$ cat src/rtl/ahb_sram_bridge.sv
// ahb_sram_bridge: AHB-Lite slave that serialises byte/halfword/word transfers onto an 8-bit synchronous SRAM.
// Optional feature macro AHB_SRAM_ERR_EN: misaligned or oversized transfers get a two-cycle ERROR response.
module ahb_sram_bridge #(
  parameter int ADDR_W = 13
) (
  input  logic              clk,
  input  logic              rst,
  input  logic              hsel,
  input  logic [1:0]        htrans,
  input  logic              hwrite,
  input  logic [2:0]        hsize,
  input  logic [31:0]       haddr,
  input  logic [31:0]       hwdata,
  input  logic              hready,
  output logic              hready_out,
  output logic [1:0]        hresp,
  output logic [31:0]       hrdata,
  output logic              sram_cs_n,
  output logic              sram_wen,
  output logic              sram_oen,
  output logic [ADDR_W-1:0] sram_addr,
  output logic [7:0]        sram_wdata,
  input  logic [7:0]        sram_rdata
);

`ifdef AHB_SRAM_ERR_EN
  typedef enum logic [2:0] {S_IDLE, S_WR, S_RD, S_RD_DONE, S_ERR1, S_ERR2} state_t;
`else
  typedef enum logic [1:0] {S_IDLE, S_WR, S_RD, S_RD_DONE} state_t;
`endif

  state_t            r_state;
  logic [ADDR_W-1:0] r_addr;
  logic [2:0]        r_n;
  logic [1:0]        r_cnt;
  logic [31:0]       r_wdata;
  logic [31:0]       r_rdbuf;
  logic [31:0]       r_hrdata;

  logic              w_accept;
  logic              w_last;
  logic [1:0]        w_lane;
  logic [1:0]        w_lanePrev;
  logic [1:0]        w_alignMask;
  logic [2:0]        w_n;
  logic [ADDR_W-1:0] w_alignAddr;
  logic [31:0]       w_wsrc;
  logic [31:0]       w_rdword;
  state_t            w_startState;
  logic              w_unused;

  // Upper address bits are ignored so the SRAM aliases across the whole bus space.
  assign w_unused = ^{htrans[0], haddr[31:ADDR_W]};

  assign w_last      = ({1'b0, r_cnt} == (r_n - 3'd1));
  assign w_lane      = r_addr[1:0] + r_cnt;
  assign w_lanePrev  = w_lane - 2'd1;
  assign w_wsrc      = (r_cnt == 2'd0) ? hwdata : r_wdata;
  assign w_accept    = hready_out & hsel & hready & htrans[1];
  assign w_alignAddr = haddr[ADDR_W-1:0] & {{(ADDR_W-2){1'b1}}, w_alignMask};
  assign sram_addr   = r_addr + ADDR_W'(r_cnt);

  always_comb begin
    w_n         = 3'd4;
    w_alignMask = 2'b00;
    case (hsize)
      3'd0: begin
        w_n         = 3'd1;
        w_alignMask = 2'b11;
      end
      3'd1: begin
        w_n         = 3'd2;
        w_alignMask = 2'b10;
      end
      default: ;
    endcase
  end

`ifdef AHB_SRAM_ERR_EN
  logic w_bad;
  assign w_bad = (hsize > 3'd2) ||
                 ((hsize == 3'd1) && haddr[0]) ||
                 ((hsize == 3'd2) && (haddr[1:0] != 2'b00));
  assign w_startState = w_bad ? S_ERR1 : (hwrite ? S_WR : S_RD);
`else
  assign w_startState = hwrite ? S_WR : S_RD;
`endif

  // The last byte of a read bypasses rd_buf so hrdata is valid in the completing cycle.
  always_comb begin
    w_rdword = r_rdbuf;
    w_rdword[{w_lane, 3'b000} +: 8] = sram_rdata;
  end

  assign hrdata = (r_state == S_RD_DONE) ? w_rdword : r_hrdata;

  always_comb begin
    hready_out = 1'b1;
    hresp      = 2'b00;
    case (r_state)
      S_WR:      hready_out = w_last;
      S_RD:      hready_out = 1'b0;
`ifdef AHB_SRAM_ERR_EN
      S_ERR1: begin
        hready_out = 1'b0;
        hresp      = 2'b01;
      end
      S_ERR2:    hresp = 2'b01;
`endif
      default: ;
    endcase
  end

  always_comb begin
    sram_cs_n  = 1'b1;
    sram_wen   = 1'b1;
    sram_oen   = 1'b1;
    sram_wdata = 8'h00;
    case (r_state)
      S_WR: begin
        sram_cs_n  = 1'b0;
        sram_wen   = 1'b0;
        sram_wdata = w_wsrc[{w_lane, 3'b000} +: 8];
      end
      S_RD: begin
        sram_cs_n = 1'b0;
        sram_oen  = 1'b0;
      end
      default: ;
    endcase
  end

  // An accept can only happen when hready_out is high, so it overrides the default completion path.
  always_ff @(posedge clk or posedge rst) begin
    if (rst) begin
      r_state  <= S_IDLE;
      r_addr   <= '0;
      r_n      <= 3'd1;
      r_cnt    <= 2'd0;
      r_wdata  <= 32'h0;
      r_rdbuf  <= 32'h0;
      r_hrdata <= 32'h0;
    end else begin
      case (r_state)
        S_WR: begin
          if (r_cnt == 2'd0) r_wdata <= hwdata;
          if (w_last) r_state <= S_IDLE;
          else        r_cnt   <= r_cnt + 2'd1;
        end
        S_RD: begin
          if (r_cnt != 2'd0) r_rdbuf[{w_lanePrev, 3'b000} +: 8] <= sram_rdata;
          if (w_last) r_state <= S_RD_DONE;
          else        r_cnt   <= r_cnt + 2'd1;
        end
        S_RD_DONE: begin
          r_hrdata <= w_rdword;
          r_state  <= S_IDLE;
        end
`ifdef AHB_SRAM_ERR_EN
        S_ERR1: r_state <= S_ERR2;
        S_ERR2: r_state <= S_IDLE;
`endif
        default: r_state <= S_IDLE;
      endcase
      if (w_accept) begin
        r_state <= w_startState;
        r_addr  <= w_alignAddr;
        r_n     <= w_n;
        r_cnt   <= 2'd0;
        r_rdbuf <= 32'h0;
      end
    end
  end

endmodule

$ cat config.mk
export PLATFORM = sky130hd
export DESIGN_NAME = ahb_sram_bridge
export DESIGN_NICKNAME = d
export VERILOG_FILES = /design/src/rtl/ahb_sram_bridge.sv
export SDC_FILE = /design/constraint.sdc
export NUM_CORES = 1
export LEC_CHECK = 0
export ABC_AREA = 1
export BUFFER_PORTS_ARGS = -buffer_cell sky130_fd_sc_hd__clkbuf_2
export CAP_MARGIN = 10
export CORE_UTILIZATION = 35
export DETAILED_ROUTE_END_ITERATION = 6
export PLACE_DENSITY = 0.62
export REMOVE_ABC_BUFFERS = 1
export SKIP_LAST_GASP = 1
export SLEW_MARGIN = 20
export SYNTH_ARGS = -nofsm -noshare
export SYNTH_HDL_FRONTEND = slang
export SYNTH_SLANG_ARGS = --single-unit
$ cat constraint.sdc
create_clock -name clk -period 3.7 [get_ports clk]
set_clock_uncertainty 0.1 [all_clocks]
set_input_delay 0.37 -clock clk [delete_from_list [all_inputs] [get_ports clk]]
set_output_delay 0.37 -clock clk [all_outputs]
set_load 0.005 [all_outputs]
* Word-level counts from Yosys, hierarchy flattened
Cells that the tools add are included.
Storage, ports and cells: register bits 116, output and inout port bits 59
Operators by class: $add $sub $neg 7, eq/ne operators 8, shift-type cells 5, muxes and demuxes 22, bitwise operators 4, reductions and logical operators 10
Operator list (number):
- 2-to-1 mux 32 bit | 5
- bitwise mux 32 bit | 2
- variable shift 8 x 7 -> 32 bit, first input constant | 2
- variable part select 8 x 7 -> 32 bit | 2
- variable part select 32 x 6 -> 8 bit | 1
- 2-to-1 mux 2 bit | 7
- negator 5 -> 7 bit | 2
- adder 13 x 2 -> 13 bit | 1
- bitwise AND 13 bit | 1
- 2-to-1 mux 8 bit | 1
- one-hot mux 2 bit (2 select lines) | 2
- nonzero test 2 bit | 4
- != test 3 bit, second input constant | 2
- one-hot mux 3 bit (2 select lines) | 1
- AND reduction 2 bit | 3
- == test 2 bit, second input constant | 2
- bitwise AND 1 bit | 3
- == test 2 x 3 -> 1 bit | 1
- == test 3 x 1 -> 1 bit, second input constant | 1
- zero test 3 bit | 1
- 2-to-1 mux 1 bit | 3
- subtractor 3 x 1 -> 3 bit, second input constant | 1
- adder 2 x 1 -> 2 bit, second input constant | 1
- adder 2 bit | 1
- other kinds (6) | 6

* Longest topological paths before layout
depth after elaboration 8, mapped depth 11, mapped depth without buffers 11

* Worst setup path before layout
No wires, ideal clock.
path kind reg-to-output, start point register r_cnt[0], end point output hrdata[0], data arrival time 2.758 ns, data required time 3.230 ns, path slack 0.472 ns, cell stages (with the launch flop) 10, buffers on the path 2, path through dfrtp_1 > ha_1 > fa_1 > clkbuf_1 > clkinv_1 > ha_1 > inv_1 > clkbuf_1 > a21oi_1 > o21ai_0
On the way: longest elaborated chain between the ends 5, elaborated cells on any way between the ends 6
RTL lines:
- start, declared | line 35 | logic [1:0] r_cnt;
- start signal, assigned | line 148 | else r_cnt <= r_cnt + 2'd1;
- start signal, assigned | line 153 | else r_cnt <= r_cnt + 2'd1;
- adder 2 bit (*) | line 56 | assign w_lane = r_addr[1:0] + r_cnt;
- negator 5 -> 7 bit (*) | line 92 | w_rdword[{w_lane, 3'b000} +: 8] = sram_rdata;
- variable part select 8 x 7 -> 32 bit or variable shift 8 x 7 -> 32 bit (tied branches) | line 92
- bitwise mux 32 bit (*) | line 92
- 2-to-1 mux 32 bit (*)
- end, declared | line 17 | output logic [31:0] hrdata,
Every way passes the cells marked *; elsewhere a longest branch is shown, timed or not.

* Final worst setup path
start point register r_cnt[0], end point output hrdata[9]
The elaborated chain is that of the path after synthesis.

==> impl_metrics.py <==
metrics = {
    "status": {
        "status": "finished clean",
    },
    "power": {
        "p_leak_nw": 3.63,
        "switching_share_pct": 41.4,
        "clock_power_share_pct": 26.1,
        "p_switching_mw": 2.75,
        "power.density_nw_per_um2": 891,
        "power_frac_comb_pct": 44.6,
        "power.internal_mw": 3.89,
        "power_frac_seq_pct": 29.3,
        "peakVddDrop_mv": 0.407,
    },
    "global_route": {
        "antenna_found_initial": 0,
        "grt_pass1_wl_microns": 25700,
        "overflow": 0,
        "grt_start_max_net_pins": 61,
        "grt_pass1_vias": 4956,
        "groute.usage.overall_pct": 18.7,
    },
    "yosys": {
        "synth-edff-count": 0,
        "synth_area_leader_cell": "dfrtp_1",
        "yosys-top-cells-area": "dfrtp_1, nand2_1, o21ai_0, nand3_1, nor2_1",
        "synth_common_cells": "nand2_1, dfrtp_1, o21ai_0",
        "ys_seq_area_share_pct": 48.3,
        "synthArstFlopShare_pct": 100,
        "yosysMostFrequentCell": "nand2_1",
        "yosysWarnings": 0,
        "synth_top_area_share_pct": 47.9,
        "syn_inst": 720,
        "synth_ff_type": "dfrtp_1",
        "netlist_area_sq_um": 6010,
        "syn_area_per_cell_sq_um": 8.34,
        "synth_cell_type_count": 37,
        "ys_ff_latch": 116,
    },
    "clocking": {
        "tritoncts": "built",
        "root_buffer": "clkbuf_16",
        "clk_path_buf_depth": 2,
        "htreeDepth": 4,
        "cts_sinks": 116,
        "clkTransAtPathRegs_ns": 0.06,
        "clk_latency_ns": 0.42,
        "cts_made_buffers": 17,
        "post_cts_buffers": 0,
    },
    "timing": {
        "slew_headroom_pct": 42.9,
        "worstMarginPinSlew_ns": 0.851,
        "setup_viol": 0,
        "maxSlewViolCount": 0,
        "grt_setup_unrepaired": "true",
        "clock.fmax_ghz": 0.280,
        "finalCritPeriodShare_pct": 96.6,
        "hold_slack_ns": 0.0810,
        "timing.final.crit_period_ns": 3.57,
        "hold_violations": 0,
    },
    "floorplanning": {
        "die_w_microns": 133,
        "start_util_pct": 36.1,
        "die-area_sq_um": 17700,
        "io_pins": 141,
        "core_sq_um": 16600,
        "fp.dieH_microns": 133,
        "rows": 47,
    },
    "placed_design": {
        "dp_hpwl_microns": 10700,
        "placed_area_sq_um": 6790,
        "place_congestion": 0.813,
        "portBuffers": 118,
    },
    "drt": {
        "drc": 0,
        "final_antenna_net_count": 0,
        "first_iter_violations": 398,
        "wirelength_microns": 15600,
        "first_pass_iters": 5,
        "wl_per_cell_microns": 14.6,
        "vias_per_cell": 4.99,
        "vias": 5330,
    },
    "finish": {
        "nNetsFinal": 931,
        "n_antenna_cell": 0,
        "drive_gt1_share_pct": 23.5,
        "final_util_pct": 44.8,
        "final_area_sq_um": 7450,
        "syn2layout_area_growth_pct": 24.1,
    },
    "setup_path": {
        "crit_arrival_ns": 3.10,
        "path_max_fanout": 8,
        "crit_path_end_kind": "primary output",
        "critical_path_class": "flop to primary output",
        "worstPathRequired_ns": 3.23,
        "start_kind": "flop",
    },
    "hold_path": {
        "hp-class": "input pin to flop",
    },
    "run": {
        "drv_cap": 0,
    },
}
==> layout make-up <==
cell class | instances | area, sq um
Clock buffer | 18 | 439
Clock inverter | 14 | 185
Fill cell | 1664 | 9190
Inverter | 36 | 143
Multi-Input combinational cell | 530 | 2790
Sequential cell | 116 | 2900
Tap cell | 220 | 275
Timing Repair Buffer | 134 | 713
==> routing by layer <==
metal	GRT usage [%]	vias up	wire length (microns)	part of all wire (%)
met5	0	-	0	0
met4	6.70	0	246	1.6
met3	4.67	22	871	5.6
met2	28.1	158	7090	45
met1	25.9	2487	7430	47
li1	-	2663	-	-
==> flip-flops by register name (all words and copies together), names as in the netlist <==
| signal | count |
|---|---|
| r_state | 2 |
| r_addr | 13 |
| r_n | 3 |
| r_rdbuf | 32 |
| r_wdata | 32 |
| r_hrdata | 32 |
| r_cnt | 2 |
==> cells by family after synthesis <==
kind of cell,Yosys count,share of synthesized area (%)
AO/OA/AOI/OAI,152,14.5
XOR/XNOR,11,1.60
adder cells (fa/ha/maj),14,3.04
buffers and inverters,75,5.75
flip-flops,116,48.3
multiplexers,16,2.67
other,1,0.0624
AND/OR/NAND/NOR,335,24.0
==> final timing paths <==
check / start / endpoint / slack (ns) / depth (start not counted)
worst max-delay path: r_cnt[0] / hrdata[9] / 0.13 / 10
worst min-delay path: haddr[12] / r_addr[12] / 0.08 / 3
worst max register to register: r_cnt[0] / r_rdbuf[13] / 0.78 / 9
worst min register to register: r_addr[11] / r_addr[11] / 0.37 / 2
max in group asynchronous: rst / r_n[0] / 2.17 / 4
min in group asynchronous: rst / r_hrdata[5] / 0.50 / 3
==> power groups by stage <==
| stage | registers (mW) | logic (mW) | clock network (mW) |
|---|---|---|---|
| after floorplan | 1.91 | 1.95 | 0 |
| after global placement | 1.95 | 2.88 | 0 |
| after detailed placement | 1.96 | 2.91 | 0 |
| after CTS | 1.95 | 2.93 | 1.77 |
| after global routing | 2.00 | 3.33 | 1.83 |
| final | 1.95 | 2.96 | 1.74 |
==> worst max-delay path, cell delays in order, from the launching register on <==
cell	delay, ns
dfrtp_1	0.41
ha_1	0.23
fa_1	0.62
clkinv_1	0.20
ha_1	0.29
inv_1	0.11
nand2_2	0.14
nor3_1	0.25
a21oi_1	0.09
o21ai_0	0.20
clkbuf_2	0.15
==> metrics by stage <==
| stage | power [mW] | setup TNS (ns) | std cells | setup WS (ns) |
|---|---|---|---|---|
| floorplan | 3.86 | 0 | 682 | 0.159 |
| global placement | 4.83 | 0 | 1035 | 0.493 |
| detailed placement | 4.87 | 0 | 1035 | 0.491 |
| CTS | 6.64 | 0 | 1068 | 0.0246 |
| global route | 7.16 | -0.0228 | 1068 | -0.0149 |
| finish | 6.64 | 0 | 1068 | 0.127 |
==> timing repair <==
item	in CTS	in global routing
hold buffers	1	0
resized for setup	1	18
gates cloned	0	0
setup endpoints to repair	1	23
hold endpoints to repair	48	0
==> cell usage in the layout (no fill, tap or decap), types with 4 or more instances in the layout <==
master / n
nand2_1: 176
clkbuf_2: 118
dfrtp_1: 115
o21ai_0: 65
nor2_1: 53
nand3_1: 48
a21oi_1: 35
inv_1: 26
nor3_1: 26
a22oi_1: 24
clkbuf_16: 17
mux2i_1: 16
buf_4: 15
ha_1: 13
o21ai_1: 11
or2_2: 10
a32oi_1: 8
xor2_1: 7
a31oi_1: 7
nor3_2: 6
clkinv_2: 5
inv_2: 4
xnor2_1: 4
nand3_2: 4
clkinv_1: 4
bufinv_16: 4
No activity file was read; power rests on OpenSTA's default activity.
